`config.mk`:
```
export PLATFORM = sky130hd
export DESIGN_NAME = i2c_slave_regs
export DESIGN_NICKNAME = d
export VERILOG_FILES = /design/src/rtl/i2c_pkg.sv /design/src/rtl/i2c_line_sync.sv /design/src/rtl/i2c_slave_regs.sv
export SDC_FILE = /design/constraint.sdc
export NUM_CORES = 1
export LEC_CHECK = 0
export BUFFER_PORTS_ARGS = -buffer_cell sky130_fd_sc_hd__buf_2
export CAP_MARGIN = 20
export CORE_MARGIN = 4
export CORE_UTILIZATION = 45
export CTS_CLUSTER_DIAMETER = 100
export DETAILED_ROUTE_END_ITERATION = 10
export PLACE_DENSITY = 0.65
export SLEW_MARGIN = 20
export SYNTH_ARGS = -nofsm -noshare
export SYNTH_HDL_FRONTEND = slang
export SYNTH_SLANG_ARGS = --single-unit
```
`constraint.sdc`:
```
create_clock -name CLK -period 2.1 [get_ports CLK]
set_input_delay 0.315 -clock CLK [delete_from_list [all_inputs] [get_ports CLK]]
set_output_delay 0.315 -clock CLK [all_outputs]
set_load 0.005 [all_outputs]
```
`src/rtl/i2c_pkg.sv`:
```
// -----------------------------------------------------------------------------
// i2c_pkg
// Shared definitions for the i2c_slave_regs register-file target:
//   - i2c_state_e : FSM state encoding of the target
//   - I2C_ACK / I2C_NACK : SDA level of an acknowledge / not-acknowledge bit
//   - I2C_BASE_ADR : default 7-bit base address (low 3 bits replaced by straps)
//   - maj3() : 2-of-3 majority vote used by the optional line filter
// Configuration macro: I2C_SLV_FILTER_EN (consumed by i2c_line_sync).
// -----------------------------------------------------------------------------
package i2c_pkg;

    typedef enum logic [3:0] {
        IDLE,
        ADDR,
        ACK_A,
        PTR,
        ACK_P,
        WR,
        ACK_W,
        RD,
        MACK,
        WAIT
    } i2c_state_e;

    localparam logic       I2C_ACK      = 1'b0;
    localparam logic       I2C_NACK     = 1'b1;
    localparam logic [6:0] I2C_BASE_ADR = 7'b1001000;

    function automatic logic maj3(input logic [2:0] s);
        return (s[0] & s[1]) | (s[0] & s[2]) | (s[1] & s[2]);
    endfunction

endpackage

```
`src/rtl/i2c_line_sync.sv`:
```
// -----------------------------------------------------------------------------
// i2c_line_sync
// Brings the asynchronous SCL/SDA pad inputs into the CLK domain and derives
// single-cycle event pulses from them.
// Ports:
//   clk_i, rst_ni        system clock, asynchronous active-low reset
//   scl_i, sda_i         raw pad levels
//   sda_o                conditioned SDA level (for bit sampling)
//   scl_rise_o/fall_o    one-CLK pulses on conditioned SCL edges
//   start_o / stop_o     one-CLK pulses: SDA falls / rises while SCL is high
// Configuration macro: I2C_SLV_FILTER_EN adds a 3-sample majority filter
// behind the synchroniser (rejects 1-CLK pulses, pad-to-edge latency 5 CLK
// instead of 3).
// -----------------------------------------------------------------------------
module i2c_line_sync
    import i2c_pkg::*;
(
    input  logic clk_i,
    input  logic rst_ni,
    input  logic scl_i,
    input  logic sda_i,
    output logic sda_o,
    output logic scl_rise_o,
    output logic scl_fall_o,
    output logic start_o,
    output logic stop_o
);

    logic [1:0] scl_sync_q, sda_sync_q;
    logic       scl_prev_q, sda_prev_q;
    logic       scl_lvl, sda_lvl;
    logic       sda_rise, sda_fall;

    // Reset to 1 (idle bus) so that leaving reset never fakes an edge.
    always_ff @(posedge clk_i or negedge rst_ni) begin
        if (!rst_ni) begin
            scl_sync_q <= 2'b11;
            sda_sync_q <= 2'b11;
        end else begin
            scl_sync_q <= {scl_sync_q[0], scl_i};
            sda_sync_q <= {sda_sync_q[0], sda_i};
        end
    end

`ifdef I2C_SLV_FILTER_EN
    logic [2:0] scl_hist_q, sda_hist_q;

    always_ff @(posedge clk_i or negedge rst_ni) begin
        if (!rst_ni) begin
            scl_hist_q <= 3'b111;
            sda_hist_q <= 3'b111;
        end else begin
            scl_hist_q <= {scl_hist_q[1:0], scl_sync_q[1]};
            sda_hist_q <= {sda_hist_q[1:0], sda_sync_q[1]};
        end
    end

    // Combinational vote: a level needs two of the last three samples.
    assign scl_lvl = maj3(scl_hist_q);
    assign sda_lvl = maj3(sda_hist_q);
`else
    assign scl_lvl = scl_sync_q[1];
    assign sda_lvl = sda_sync_q[1];
`endif

    always_ff @(posedge clk_i or negedge rst_ni) begin
        if (!rst_ni) begin
            scl_prev_q <= 1'b1;
            sda_prev_q <= 1'b1;
        end else begin
            scl_prev_q <= scl_lvl;
            sda_prev_q <= sda_lvl;
        end
    end

    assign sda_rise   =  sda_lvl & ~sda_prev_q;
    assign sda_fall   = ~sda_lvl &  sda_prev_q;
    assign scl_rise_o =  scl_lvl & ~scl_prev_q;
    assign scl_fall_o = ~scl_lvl &  scl_prev_q;
    assign start_o    = sda_fall & scl_lvl;
    assign stop_o     = sda_rise & scl_lvl;
    assign sda_o      = sda_lvl;

endmodule

```
`src/rtl/i2c_slave_regs.sv`:
```
// -----------------------------------------------------------------------------
// i2c_slave_regs
// I2C target with a byte-wide register file of 2**PTR_W entries. Frame format:
// address byte, pointer byte, data bytes (pointer auto-increments with wrap).
// Register 0 reads the live TEMP_IN value and ignores writes.
// Ports:
//   CLK, RES_N      system clock (>= 16x SCL), asynchronous active-low reset
//   SCL_IN, SDA_IN  asynchronous pad inputs
//   SDA_OE          1 = pull SDA low (open drain)
//   DEV_ADR         strap bits forming the low 3 address bits
//   TEMP_IN         value returned for register 0
//   WR_STB          one-CLK pulse per data byte written over I2C
//   WR_ADR/WR_DATA  index and data of the last write
//   BUSY            high from an address match until STOP
// Configuration macro: I2C_SLV_FILTER_EN (line glitch filter, see
// i2c_line_sync).
// -----------------------------------------------------------------------------
module i2c_slave_regs
    import i2c_pkg::*;
#(
    parameter logic [6:0] BASE_ADR = I2C_BASE_ADR,
    parameter int         PTR_W    = 2
) (
    input  logic             CLK,
    input  logic             RES_N,
    input  logic             SCL_IN,
    input  logic             SDA_IN,
    output logic             SDA_OE,
    input  logic [2:0]       DEV_ADR,
    input  logic [7:0]       TEMP_IN,
    output logic             WR_STB,
    output logic [PTR_W-1:0] WR_ADR,
    output logic [7:0]       WR_DATA,
    output logic             BUSY
);

    localparam int NREG = 2 ** PTR_W;

    logic sda_s, scl_rise, scl_fall, start_ev, stop_ev;

    i2c_line_sync u_sync (
        .clk_i      (CLK),
        .rst_ni     (RES_N),
        .scl_i      (SCL_IN),
        .sda_i      (SDA_IN),
        .sda_o      (sda_s),
        .scl_rise_o (scl_rise),
        .scl_fall_o (scl_fall),
        .start_o    (start_ev),
        .stop_o     (stop_ev)
    );

    i2c_state_e       state_q, state_d;
    logic [2:0]       bitcnt_q, bitcnt_d;
    logic [7:0]       sr_q, sr_d;
    logic [PTR_W-1:0] ptr_q, ptr_d;
    logic [7:0]       regs_q [NREG];
    logic [7:0]       regs_d [NREG];
    logic             sda_oe_q, sda_oe_d;
    logic             busy_q, busy_d;
    logic             wr_stb_q, wr_stb_d;
    logic [PTR_W-1:0] wr_adr_q, wr_adr_d;
    logic [7:0]       wr_data_q, wr_data_d;
    logic             rd_load_q, rd_load_d;  // next SCL fall loads a read byte

    logic [6:0] own_adr;
    logic [7:0] byte_c;  // byte completed by the bit being sampled now
    logic [7:0] rd_src;

    assign own_adr = {BASE_ADR[6:3], DEV_ADR};
    assign byte_c  = {sr_q[6:0], sda_s};
    assign rd_src  = (ptr_q == '0) ? TEMP_IN : regs_q[ptr_q];

    always_ff @(posedge CLK or negedge RES_N) begin
        if (!RES_N) begin
            state_q   <= IDLE;
            bitcnt_q  <= '0;
            sr_q      <= '0;
            ptr_q     <= '0;
            sda_oe_q  <= 1'b0;
            busy_q    <= 1'b0;
            wr_stb_q  <= 1'b0;
            wr_adr_q  <= '0;
            wr_data_q <= '0;
            rd_load_q <= 1'b0;
            for (int i = 0; i < NREG; i++) regs_q[i] <= '0;
        end else begin
            state_q   <= state_d;
            bitcnt_q  <= bitcnt_d;
            sr_q      <= sr_d;
            ptr_q     <= ptr_d;
            sda_oe_q  <= sda_oe_d;
            busy_q    <= busy_d;
            wr_stb_q  <= wr_stb_d;
            wr_adr_q  <= wr_adr_d;
            wr_data_q <= wr_data_d;
            rd_load_q <= rd_load_d;
            regs_q    <= regs_d;
        end
    end

    always_comb begin
        state_d   = state_q;
        bitcnt_d  = bitcnt_q;
        sr_d      = sr_q;
        ptr_d     = ptr_q;
        regs_d    = regs_q;
        sda_oe_d  = sda_oe_q;
        busy_d    = busy_q;
        wr_stb_d  = 1'b0;
        wr_adr_d  = wr_adr_q;
        wr_data_d = wr_data_q;
        rd_load_d = rd_load_q;

        // Bus conditions override any bit activity in the same cycle.
        if (stop_ev) begin
            state_d   = IDLE;
            sda_oe_d  = 1'b0;
            busy_d    = 1'b0;
            rd_load_d = 1'b0;
        end else if (start_ev) begin
            state_d   = ADDR;
            bitcnt_d  = '0;
            sda_oe_d  = 1'b0;
            rd_load_d = 1'b0;
        end else begin
            unique case (state_q)
                IDLE, WAIT: ;

                ADDR: if (scl_rise) begin
                    sr_d     = byte_c;
                    bitcnt_d = bitcnt_q + 3'd1;
                    if (bitcnt_q == 3'd7) begin
                        if (byte_c[7:1] == own_adr) begin
                            state_d = ACK_A;
                            busy_d  = 1'b1;
                        end else begin
                            state_d = IDLE;
                        end
                    end
                end

                PTR: if (scl_rise) begin
                    sr_d     = byte_c;
                    bitcnt_d = bitcnt_q + 3'd1;
                    if (bitcnt_q == 3'd7) begin
                        ptr_d   = byte_c[PTR_W-1:0];
                        state_d = ACK_P;
                    end
                end

                WR: if (scl_rise) begin
                    sr_d     = byte_c;
                    bitcnt_d = bitcnt_q + 3'd1;
                    if (bitcnt_q == 3'd7) begin
                        if (ptr_q != '0) regs_d[ptr_q] = byte_c;
                        wr_stb_d  = 1'b1;
                        wr_adr_d  = ptr_q;
                        wr_data_d = byte_c;
                        ptr_d     = ptr_q + PTR_W'(1);
                        state_d   = ACK_W;
                    end
                end

                // OE is always released on entry, so its level marks which
                // falling edge this is: the first starts the ACK, the second
                // ends it.
                ACK_A, ACK_P, ACK_W: if (scl_fall) begin
                    if (!sda_oe_q) begin
                        sda_oe_d = 1'b1;
                    end else begin
                        sda_oe_d = 1'b0;
                        bitcnt_d = '0;
                        if (state_q == ACK_A && sr_q[0]) begin
                            state_d  = RD;
                            sr_d     = rd_src;
                            sda_oe_d = ~rd_src[7];
                        end else if (state_q == ACK_A) begin
                            state_d = PTR;
                        end else begin
                            state_d = WR;
                        end
                    end
                end

                RD: if (scl_fall) begin
                    if (rd_load_q) begin
                        rd_load_d = 1'b0;
                        sr_d      = rd_src;
                        sda_oe_d  = ~rd_src[7];
                        bitcnt_d  = '0;
                    end else if (bitcnt_q == 3'd7) begin
                        sda_oe_d = 1'b0;
                        state_d  = MACK;
                    end else begin
                        sr_d     = {sr_q[6:0], 1'b0};
                        sda_oe_d = ~sr_q[6];
                        bitcnt_d = bitcnt_q + 3'd1;
                    end
                end

                MACK: if (scl_rise) begin
                    if (sda_s == I2C_ACK) begin
                        ptr_d     = ptr_q + PTR_W'(1);
                        rd_load_d = 1'b1;
                        state_d   = RD;
                    end else begin
                        state_d = WAIT;
                    end
                end

                default: state_d = IDLE;
            endcase
        end
    end

    assign SDA_OE  = sda_oe_q;
    assign BUSY    = busy_q;
    assign WR_STB  = wr_stb_q;
    assign WR_ADR  = wr_adr_q;
    assign WR_DATA = wr_data_q;

endmodule

```
==> metrics.csv, run 1 <==
metric,value,unit
post-route-min-period,2.00,ns
fmax,499,MHz
power,0.00445,W
ios,28,
place_hpwl,5.52,mm
initial_core_util,0.472,
path_common_cell,ha_2,
netlist_area,3500,sq um
place_congestion,1.01,
dr.pass1.iters,4,
p_leak,2.07,nW
port_buffers,27,
maxSlewHeadroom,0.496,
status,"finished, final reports clean",
cp_cell_sequence,"ha_2, ha_2, nor2b_2, o21ai_2, nand4_4, or4b_4, a21oi_2",
rsz0062_at_grt,false,
drtIter0Drc,208,
synthFlopType,dfrtp_1,
layout_common_cells,"dfrtp_1, buf_4, mux2_1, buf_2, o21ai_0",
cts_made_buffers,9,
n_antenna_cell,0,
critPathMaxFanout,7,
cp.buffers_inverters,0,
crit_slowest_cell,or4b_4,
layout_commonest_cell,dfrtp_1,
antenna_found_initial,0,
track_usage,0.187,
post-place-cells,428,
cts_num_sinks,68,
ys_ff_latch,68,
cp_top_family,simple AND/OR/NAND/NOR gates,
report.final.slew_viol_count,0,
critPathKind,reg -> reg,
final_core_util,0.567,
core_area,7410,sq um
worstSkewPairLatency,0.34,ns
skew,0.00887,ns
wl_per_cell,17.4,um
nFillCells,627,
tns,0,ns
grt_pass1_wl,12.9,mm
route.detailed.drc,0,
cts_max_level,3,
drv_cap,0,
max_stage_delay,0.55,ns
synth_edf_count,0,
synth-async-reset-ratio,1.00,
pre_cts_ws,-0.0479,ns
syn_avg_cell_area,12.1,sq um
clk_pin_slew,0.07,ns
die_h,96.2,um
viasPerCell,5.51,
ant_nets,0,
area_growth,20.1,%
yosysSeqAreaShare,0.488,
power.density,1060,nW/um^2
fin_cells,447,
synthCells,290,
layout-drive-gt1-share,0.376,
grt_start_max_net_pins,30,
cp_data_arrival_time,2.27,ns
vdd_drop_max,0.569,mV
worst_pin_slew,0.755,ns
cp.required,2.37,ns
syn_nets,311,
yosysWarnings,0,
hold_buffers,0,
grt_pass1_vias,2422,
hold_viol,0,
dieArea,9250,sq um
fin_ws,0.0972,ns
rows,31,
fin_nets,364,
yosysUniqueCellTypes,60,
clock_path_buffers,2,
vias,2462,
hold_class,in -> async,
routed_wl,7.80,mm
clockRootBuffer,clkbuf_8,
die_w,96.2,um
critPathLaunchType,flip-flop,
fin_crit_sh,0.954,
crit_path_end_kind,flip-flop,
cts_tree,yes,
grt_overflow_total,0,
setup_viol,0,
-- routing by layer --
layer	vias up	track usage	share of wire
li1	1166	-	-
met1	1231	0.271	0.50
met2	57	0.271	0.44
met3	8	0.0414	0.049
met4	0	0.0711	0.013
met5	-	0	0
-- cell usage after synthesis, types with 3 or more instances --
cell type | n | share of area
mux2_2 | 11 | 0.035
dfstp_2 | 6 | 0.045
nand3_1 | 5 | 0.0071
xor2_1 | 4 | 0.010
nor2b_1 | 4 | 0.0071
mux2i_1 | 10 | 0.029
clkbuf_1 | 11 | 0.012
o31ai_1 | 5 | 0.011
nand2_1 | 11 | 0.012
nand3b_1 | 3 | 0.0064
nand4_1 | 3 | 0.0054
nand2_2 | 4 | 0.0071
or4_1 | 3 | 0.0064
ha_1 | 6 | 0.021
mux4_2 | 8 | 0.051
nor3_1 | 3 | 0.0043
dfrtp_1 | 62 | 0.44
buf_2 | 8 | 0.011
a21oi_1 | 14 | 0.020
inv_1 | 5 | 0.0054
o21ai_0 | 14 | 0.020
nor2_1 | 10 | 0.011
and3_1 | 4 | 0.0071
mux2_1 | 30 | 0.097
nor3b_1 | 3 | 0.0064
-- state kept, by name, summed over array words and instances (netlist names) --
name               count
bitcnt_q               3
u_sync.scl_sync_q      2
regs_q                32
u_sync.sda_sync_q      2
sr_q                   7
SDA_OE                 1
u_sync.scl_prev_q      1
rd_load_q              1
WR_STB                 1
WR_DATA                8
u_sync.sda_prev_q      1
ptr_q                  2
state_q                4
WR_ADR                 2
BUSY                   1
-- path summary, 6_finish.rpt --
path	startpoint	endpoint	slack (ns)	cells after the start
worst max-delay path	bitcnt_q[0]	bitcnt_q[2]	0.1	7
worst min-delay path	RES_N	state_q[1]	0.01	1
worst max register to register	bitcnt_q[0]	bitcnt_q[2]	0.1	7
worst min register to register	u_sync.sda_sync_q[0]	u_sync.sda_sync_q[1]	0.36	0
max in group asynchronous	RES_N	regs_q[20]	1.52	2
min in group CLK	SDA_IN	u_sync.sda_sync_q[0]	0.07	1
-- area by class of cell --
type | instances | area, sq um | share of cell area
clock buffer | 10 | 128 | 0.0304
timing repair buffer | 65 | 445 | 0.106
clock inverter | 6 | 63.8 | 0.0152
sequential | 68 | 1710 | 0.407
tap | 99 | 124 | 0.0295
multi-input combinational | 193 | 1710 | 0.407
inverter | 6 | 22.5 | 0.00536
-- stage by stage --
stage | hold slack, ns | cell area (sq um)
after floorplan | 0.0194 | 3500
after global placement | 0.346 | 3940
after global routing | 0.0422 | 4200
after CTS | 0.0366 | 4140
final | 0.0146 | 4200
after detailed placement | 0.348 | 3940
-- cells by family after synthesis --
group                    Yosys count  share of synthesized area
buffers and inverters             29                     0.0383
adder cells (fa/ha/maj)            6                     0.0215
multiplexers                      59                      0.212
XOR/XNOR                           6                     0.0172
flip-flops                        68                      0.488
AO/OA/AOI/OAI                     51                     0.0948
AND/OR/NAND/NOR                   71                      0.128
-- where the power goes --
group	switching, W	leakage [nW]	total [W]	internal (W)
Combinational	0.000865	1.07	0.00169	0.000827
Sequential	0.000239	0.909	0.00170	0.00146
Clock	0.000517	0.0927	0.00107	0.000549
-- repair_timing --
item | in CTS | in global routing
resized for setup | 4 | 11
pin swaps | 2 | 6
setup buffers | 0 | 3
setup endpoints to repair | 9 | 37
Note: power is estimated with default switching activity, not from simulation.
==> inputs of run 2 (changes only) <==
--- a/config.mk
+++ b/config.mk
@@ -6,8 +6,6 @@
 export NUM_CORES = 1
 export LEC_CHECK = 0
 export BUFFER_PORTS_ARGS = -buffer_cell sky130_fd_sc_hd__buf_2
-export CAP_MARGIN = 20
-export CORE_MARGIN = 4
 export CORE_UTILIZATION = 45
 export CTS_CLUSTER_DIAMETER = 100
 export DETAILED_ROUTE_END_ITERATION = 10
@@ -15,4 +13,5 @@
 export SLEW_MARGIN = 20
 export SYNTH_ARGS = -nofsm -noshare
 export SYNTH_HDL_FRONTEND = slang
+export SYNTH_HIERARCHICAL = 1
 export SYNTH_SLANG_ARGS = --single-unit
==> metrics.csv, run 2 <==
metric,value,unit,change
dieArea,8340,sq um,was 9250 sq um
layout_common_cells,"dfrtp_1, buf_4, buf_2, mux2_1, o21ai_0",,"was dfrtp_1, buf_4, mux2_1, buf_2, o21ai_0"
cts_max_level,3,,unchanged
rsz0062_at_grt,true,,was false
place_area,4000,sq um,was 3940 sq um
min-delay-start,SCL_IN,,
swShare,0.352,,was 0.364
n_antenna_cell,0,,unchanged
grt_pass1_vias,2580,,"was 2,422"
yosysMostFrequentCell,dfrtp_1,,unchanged
cts_made_buffers,9,,unchanged
skew,0.0125,ns,was 0.00887 ns
critPathLaunchType,flip-flop,,unchanged
combPwrFrac,0.329,,was 0.380
rr_startpoint,bitcnt_q[0],,unchanged
synth_edf_count,0,,unchanged
area_growth,17.6,%,was 20.1%
die_w,91.3,um,was 96.2 um
die_h,91.3,um,was 96.2 um
worst_pin_slew,0.560,ns,was 0.755 ns
layout_commonest_cell,dfrtp_1,,unchanged
cp_cell_sequence,"ha_1, ha_1, inv_1, nor2_1, and4b_2, nand2_2, mux2_1",,"was ha_2, ha_2, nor2b_2, o21ai_2, nand4_4, or4b_4, a21oi_2"
syn_nets,325,,was 311
viasPerCell,5.56,,was 5.51
hold_viol,0,,unchanged
crit_start,bitcnt_q[0],,unchanged
antenna_found_initial,0,,unchanged
dr.pass1.iters,4,,unchanged
ant_nets,0,,unchanged
clockRootBuffer,clkbuf_8,,unchanged
vdd_drop_max,0.434,mV,was 0.569 mV
vias,2534,,"was 2,462"
top_register,regs_q,,unchanged
port_buffers,27,,unchanged
fmax,491,MHz,was 499 MHz
netlist_area,3590,sq um,was 3500 sq um
crit_slowest_cell,dfrtp_1,,was or4b_4
yosys.area.top_type,dfrtp_1,,unchanged
fin_area,4220,sq um,was 4200 sq um
worstSkewPairLatency,0.35,ns,was 0.34 ns
cp_top_family,simple AND/OR/NAND/NOR gates,,unchanged
synthTopCellsByCount,"dfrtp_1, mux2_1, o21ai_0",,"was dfrtp_1, mux2_1, a21oi_1, o21ai_0"
yosysWarnings,6,,was 0
syn_avg_cell_area,11.8,sq um,was 12.1 sq um
route.detailed.drc,0,,unchanged
grt_start_max_net_pins,32,,was 30
drv_cap,0,,unchanged
cts_num_sinks,68,,unchanged
track_usage,0.205,,was 0.187
drtIter0Drc,130,,was 208
yosysSeqAreaShare,0.476,,was 0.488
report.final.slew_viol_count,0,,unchanged
ios,28,,unchanged
fin_nets,370,,was 364
crit_path_end_kind,flip-flop,,unchanged
initial_core_util,0.465,,was 0.472
synthFlopType,dfrtp_1,,unchanged
cp.required,2.33,ns,was 2.37 ns
grt_pass1_wl,12.9,mm,about the same
ys_ff_latch,68,,unchanged
status,"finished, final reports clean",,unchanged
clk_pin_slew,0.08,ns,was 0.07 ns
maxSlewHeadroom,0.627,,was 0.496
p_clk_frac,0.267,,was 0.239
place_hpwl,5.67,mm,was 5.52 mm
place_congestion,0.861,,was 1.01
cp_data_arrival_time,2.26,ns,was 2.27 ns
path_common_cell,ha_1,,was ha_2
seqPwrFrac,0.403,,was 0.381
synth-async-reset-ratio,1.00,,unchanged
yosysUniqueCellTypes,63,,was 60
core_area,7730,sq um,was 7410 sq um
largest_reg_flops,32,,unchanged
cp.buffers_inverters,1,,was 0
synthTopCellsByArea,"dfrtp_1, mux2_1, mux4_2, dfstp_2, mux2_4",,"was dfrtp_1, mux2_1, mux4_2, dfstp_2, mux2_2"
setup_viol,0,,unchanged
critPathMaxFanout,8,,was 7
hold_class,in -> reg,,was in -> async
grt_overflow_total,0,,unchanged
p_leak,2.06,nW,was 2.07 nW
layout-drive-gt1-share,0.342,,was 0.376
hold_ws,0.0699,ns,was 0.0146 ns
fin_crit_sh,0.970,,was 0.954
nFillCells,680,,was 627
p_int,0.00264,W,was 0.00283 W
synthCells,304,,was 290
yosys.area.top_type_share,0.432,,was 0.443
post-route-min-period,2.04,ns,was 2.00 ns
power.switching,0.00143,W,was 0.00162 W
rows,32,,was 31
power.density,964,nW/um^2,was 1060 nW/um^2
clock_path_buffers,2,,unchanged
max_stage_delay,0.40,ns,was 0.55 ns
critPathKind,reg -> reg,,unchanged
cts_tree,yes,,unchanged
routed_wl,7.74,mm,was 7.80 mm
wl_per_cell,17.0,um,was 17.4 um
==> run 2: cell count changes after synthesis, moves of 5 or more <==
| cell | delta |
|---|---|
| clkbuf_1 | +6 |
| mux2_4 | +7 |
| mux2_1 | -5 |
| o21ai_0 | +6 |
==> run 2: metal layers <==
layer  up-vias  global-route usage  wire, um
li1       1194                   -         -
met1      1282               0.270      3520
met2        52               0.326      3800
met3         6              0.0494       324
met4         0              0.0847        98
met5         -                   0         0
==> run 2: stage by stage <==
step                worst slack [ns]  total power [W]  utilization  TNS, ns  cells
floorplan                    0.00233          0.00258            -        0    304
global placement              0.0861          0.00295        0.518        0    438
detailed placement            0.0512          0.00298        0.518        0    438
CTS                           0.0340          0.00409        0.545        0    455
global route                 -0.0519          0.00431        0.547   -0.439    456
finish                        0.0625          0.00407        0.547        0    456
==> run 2: area by class of cell <==
class / instances / area, sq um / share of cell area
multi-input cells: 203 / 1740 / 0.413
flip-flops and latches: 68 / 1710 / 0.405
repair buffers: 59 / 415 / 0.0983
well taps: 102 / 128 / 0.0302
clock buffers: 9 / 124 / 0.0293
clock inverters: 7 / 75.1 / 0.0178
inverters: 8 / 30.0 / 0.00711
==> run 2: final timing paths <==
| kind | to | slack, ns | cells after the start |
|---|---|---|---|
| worst max-delay path | regs_q[17] | 0.06 | 7 |
| worst min-delay path | u_sync/scl_sync_q[0] | 0.07 | 1 |
| worst max register to register | regs_q[17] | 0.06 | 7 |
| worst min register to register | u_sync/sda_sync_q[1] | 0.36 | 0 |
| max in group asynchronous | regs_q[0] | 1.03 | 3 |
| min in group asynchronous | state_q[2] | 0.49 | 2 |
==> run 2: timing repair <==
item / in CTS / in global routing
endpoints found under the setup margin: 0 / 33
hold buffers: 1 / 0
hold endpoints to repair: 13 / 0
buffers inserted: 0 / 1
resized for setup: 0 / 2
==> run 2: power by group through the flow <==
| stage | sequential, W | clock, W | combinational (W) |
|---|---|---|---|
| after floorplan | 0.00158 | 0 | 0.000994 |
| after global placement | 0.00166 | 0 | 0.00130 |
| after detailed placement | 0.00166 | 0 | 0.00132 |
| after CTS | 0.00164 | 0.00112 | 0.00133 |
| after global routing | 0.00166 | 0.00117 | 0.00147 |
| final | 0.00164 | 0.00109 | 0.00134 |
==> run 2: cell families (layout without fill, tap and decap cells) <==
kind of cell / after synthesis / in the layout / synth area share
DFF: 68 / 68 / 0.476
AOI/OAI and AO/OA: 59 / 59 / 0.111
muxes: 59 / 59 / 0.214
xor gates and xnor gates: 3 / 3 / 0.00732
buffers and inverters: 33 / 83 / 0.0407
and+or+nand+nor: 76 / 76 / 0.130
adders and majority gates: 6 / 6 / 0.0209
==> run 2: worst register-to-register path, stage by stage (launching register included) <==
cell and delay, ns:
dfrtp_1 0.40, ha_1 0.16, ha_1 0.23, inv_1 0.06
nor2_1 0.20, and4b_2 0.34, nand2_2 0.19, mux2_1 0.35
==> inputs of run 3 (changes only) <==
--- a/config.mk
+++ b/config.mk
@@ -9,7 +9,9 @@
 export CORE_UTILIZATION = 45
 export CTS_CLUSTER_DIAMETER = 100
 export DETAILED_ROUTE_END_ITERATION = 10
+export GPL_ROUTABILITY_DRIVEN = 0
 export PLACE_DENSITY = 0.65
+export SKIP_CTS_REPAIR_TIMING = 1
 export SLEW_MARGIN = 20
 export SYNTH_ARGS = -nofsm -noshare
 export SYNTH_HDL_FRONTEND = slang
==> constraint.sdc (replaced) <==
create_clock -name CLK -period 2.1 [get_ports CLK]
set_input_delay 0.105 -clock CLK [delete_from_list [all_inputs] [get_ports CLK]]
set_output_delay 0.105 -clock CLK [all_outputs]
set_load 0.005 [all_outputs]
==> metrics.csv, run 3 (synthesis gave the netlist of run 2 again) <==
metric,value,unit,change
min_path_cells,4,,was 1
rsz0062_at_grt,true,,unchanged
skew,0.00767,ns,was 0.0125 ns
grt_pass1_wl,13.3,mm,was 12.9 mm
cts_made_buffers,9,,unchanged
grt_overflow_total,0,,unchanged
track_usage,0.209,,was 0.205
min-delay-start,TEMP_IN[4],,was SCL_IN
cp_cell_sequence,"buf_4, and3b_1, nor2_2, buf_4, a221o_1, o32a_1, nor2_1",,"was ha_1, ha_1, inv_1, nor2_1, and4b_2, nand2_2, mux2_1"
ios,28,,unchanged
ant_nets,0,,unchanged
hold_ws,0.207,ns,was 0.0699 ns
dr.pass1.iters,4,,unchanged
place_area,3980,sq um,was 4000 sq um
crit_path_end_kind,flip-flop,,unchanged
cts_max_level,3,,unchanged
pre_cts_ws,0.102,ns,was 0.0512 ns
r2r-end,state_q[3],,was regs_q[17]
n_antenna_cell,0,,unchanged
initial_core_util,0.465,,unchanged
area_growth,16.7,%,was 17.6%
seqCellArea,1710,sq um,about the same
largest_reg_flops,32,,unchanged
cts_num_sinks,68,,unchanged
grt_pass1_vias,2567,,"was 2,580"
layout-drive-gt1-share,0.335,,was 0.342
max_stage_delay,0.54,ns,was 0.40 ns
report.final.slew_viol_count,0,,unchanged
multi_input_area,1740,sq um,unchanged
rows,32,,unchanged
critPathKind,reg -> reg,,unchanged
routed_wl,7.91,mm,was 7.74 mm
critPathLaunchType,flip-flop,,unchanged
wl_per_cell,17.4,um,was 17.0 um
worstSkewPairLatency,0.35,ns,about the same
fmax,510,MHz,was 491 MHz
cp.required,2.38,ns,was 2.33 ns
layout_common_cells,"dfrtp_1, buf_2, mux2_1, buf_4, o21ai_0",,"was dfrtp_1, buf_4, buf_2, mux2_1, o21ai_0"
rr_worst_depth,7,,unchanged
clk_pin_slew,0.08,ns,about the same
route.detailed.drc,0,,unchanged
vias,2504,,"was 2,534"
nFillCells,675,,was 680
drv_cap,0,,unchanged
route.met3.wl,217,um,was 324 um
p_leak,2.03,nW,was 2.06 nW
die_h,91.3,um,unchanged
path_depth,7,,unchanged
die_w,91.3,um,unchanged
port_buffers,27,,unchanged
cts_tree,yes,,unchanged
status,"finished, final reports clean",,unchanged
clockRootBuffer,clkbuf_8,,unchanged
worst_pin_slew,0.561,ns,was 0.560 ns
post-route-min-period,1.96,ns,was 2.04 ns
drtIter0Drc,157,,was 130
place_hpwl,5.64,mm,was 5.67 mm
fin_nets,368,,was 370
cp_top_family,compound AO/OA/AOI/OAI gates,,was simple AND/OR/NAND/NOR gates
layout_commonest_cell,dfrtp_1,,unchanged
top_register,regs_q,,unchanged
core_area,7730,sq um,unchanged
crit_start,u_sync/sda_sync_q[1],,was bitcnt_q[0]
antenna_found_initial,0,,unchanged
hold_viol,0,,unchanged
fin_area,4190,sq um,was 4220 sq um
setup_viol,0,,unchanged
grt_start_max_net_pins,28,,was 32
dieArea,8340,sq um,unchanged
met2_length,3.71,mm,was 3.80 mm
rr_startpoint,u_sync/sda_sync_q[1],,was bitcnt_q[0]
hold_class,in -> reg,,unchanged
cp.buffers_inverters,2,,was 1
power.density,948,nW/um^2,was 964 nW/um^2
viasPerCell,5.52,,was 5.56
rrSetupSlack,0.14,ns,was 0.06 ns
path_common_cell,buf_4,,was ha_1
top_layer,met4,,unchanged
critPathMaxFanout,6,,was 8
m1WireLength,3.80,mm,was 3.52 mm
fin_ws,0.141,ns,was 0.0625 ns
maxSlewHeadroom,0.626,,was 0.627
worstSetupEndpoint,state_q[3],,was regs_q[17]
vdd_drop_max,0.350,mV,was 0.434 mV
crit_slowest_cell,dfstp_2,,was dfrtp_1
cp_data_arrival_time,2.24,ns,was 2.26 ns
clock_path_buffers,2,,unchanged
fin_crit_sh,0.933,,was 0.970
run 3: cell count changes in the layout (fill, tap and decap cells not counted):
| cell | change |
|---|---|
| buf_4 | -4 |
| clkinv_4 | -2 |
| clkinvlp_4 | +2 |
| dlygate4sd3_1 | +2 |
| bufinv_16 | -1 |
| dfrtp_1 | -1 |
| dfrtp_2 | +1 |
| inv_6 | +1 |
run 3: metal layers:
layer / track usage / vias up
met5: 0 / -
met4: 0.0899 / 0
met3: 0.0436 / 14
met2: 0.332 / 35
met1: 0.276 / 1258
li1: - / 1197
run 3: area by class of cell:
cell class,instances,share of cell area
tap,102,0.0304
timing repair buffer,57,0.0967
clock buffer,9,0.0296
sequential,68,0.408
inverter,8,0.00716
clock inverter,7,0.0122
multi-input combinational,203,0.416
run 3: worst min path at each step:
stage,end,slack [ns]
after floorplan,BUSY,-0.19
after global placement,WR_STB,0.13
after detailed placement,WR_STB,0.13
after CTS,WR_STB,-0.24
after global routing,sr_q[3],0.21
final,sr_q[4],0.21
run 3: worst reg2reg max path: stages, from the launching register on:
cell,delay [ns]
dfstp_2,0.54
buf_4,0.14
and3b_1,0.20
nor2_2,0.06
buf_4,0.16
a221o_1,0.36
o32a_1,0.34
nor2_1,0.09
run 3: through the flow:
stage / cells / power, W / util / TNS (ns)
CTS: 451 / 0.00400 / 0.538 / 0
floorplan: 304 / 0.00258 / - / 0
global route: 454 / 0.00421 / 0.542 / -0.0631
detailed placement: 435 / 0.00301 / 0.515 / 0
finish: 454 / 0.00397 / 0.542 / 0
global placement: 435 / 0.00298 / 0.515 / 0
run 3: power breakdown:
part / internal, W / leakage, nW / switching (W)
clock: 0.000434 / 0.0860 / 0.000536
combinational: 0.000659 / 1.03 / 0.000684
sequential: 0.00144 / 0.913 / 0.000216
total: 0.00254 / 2.03 / 0.00144
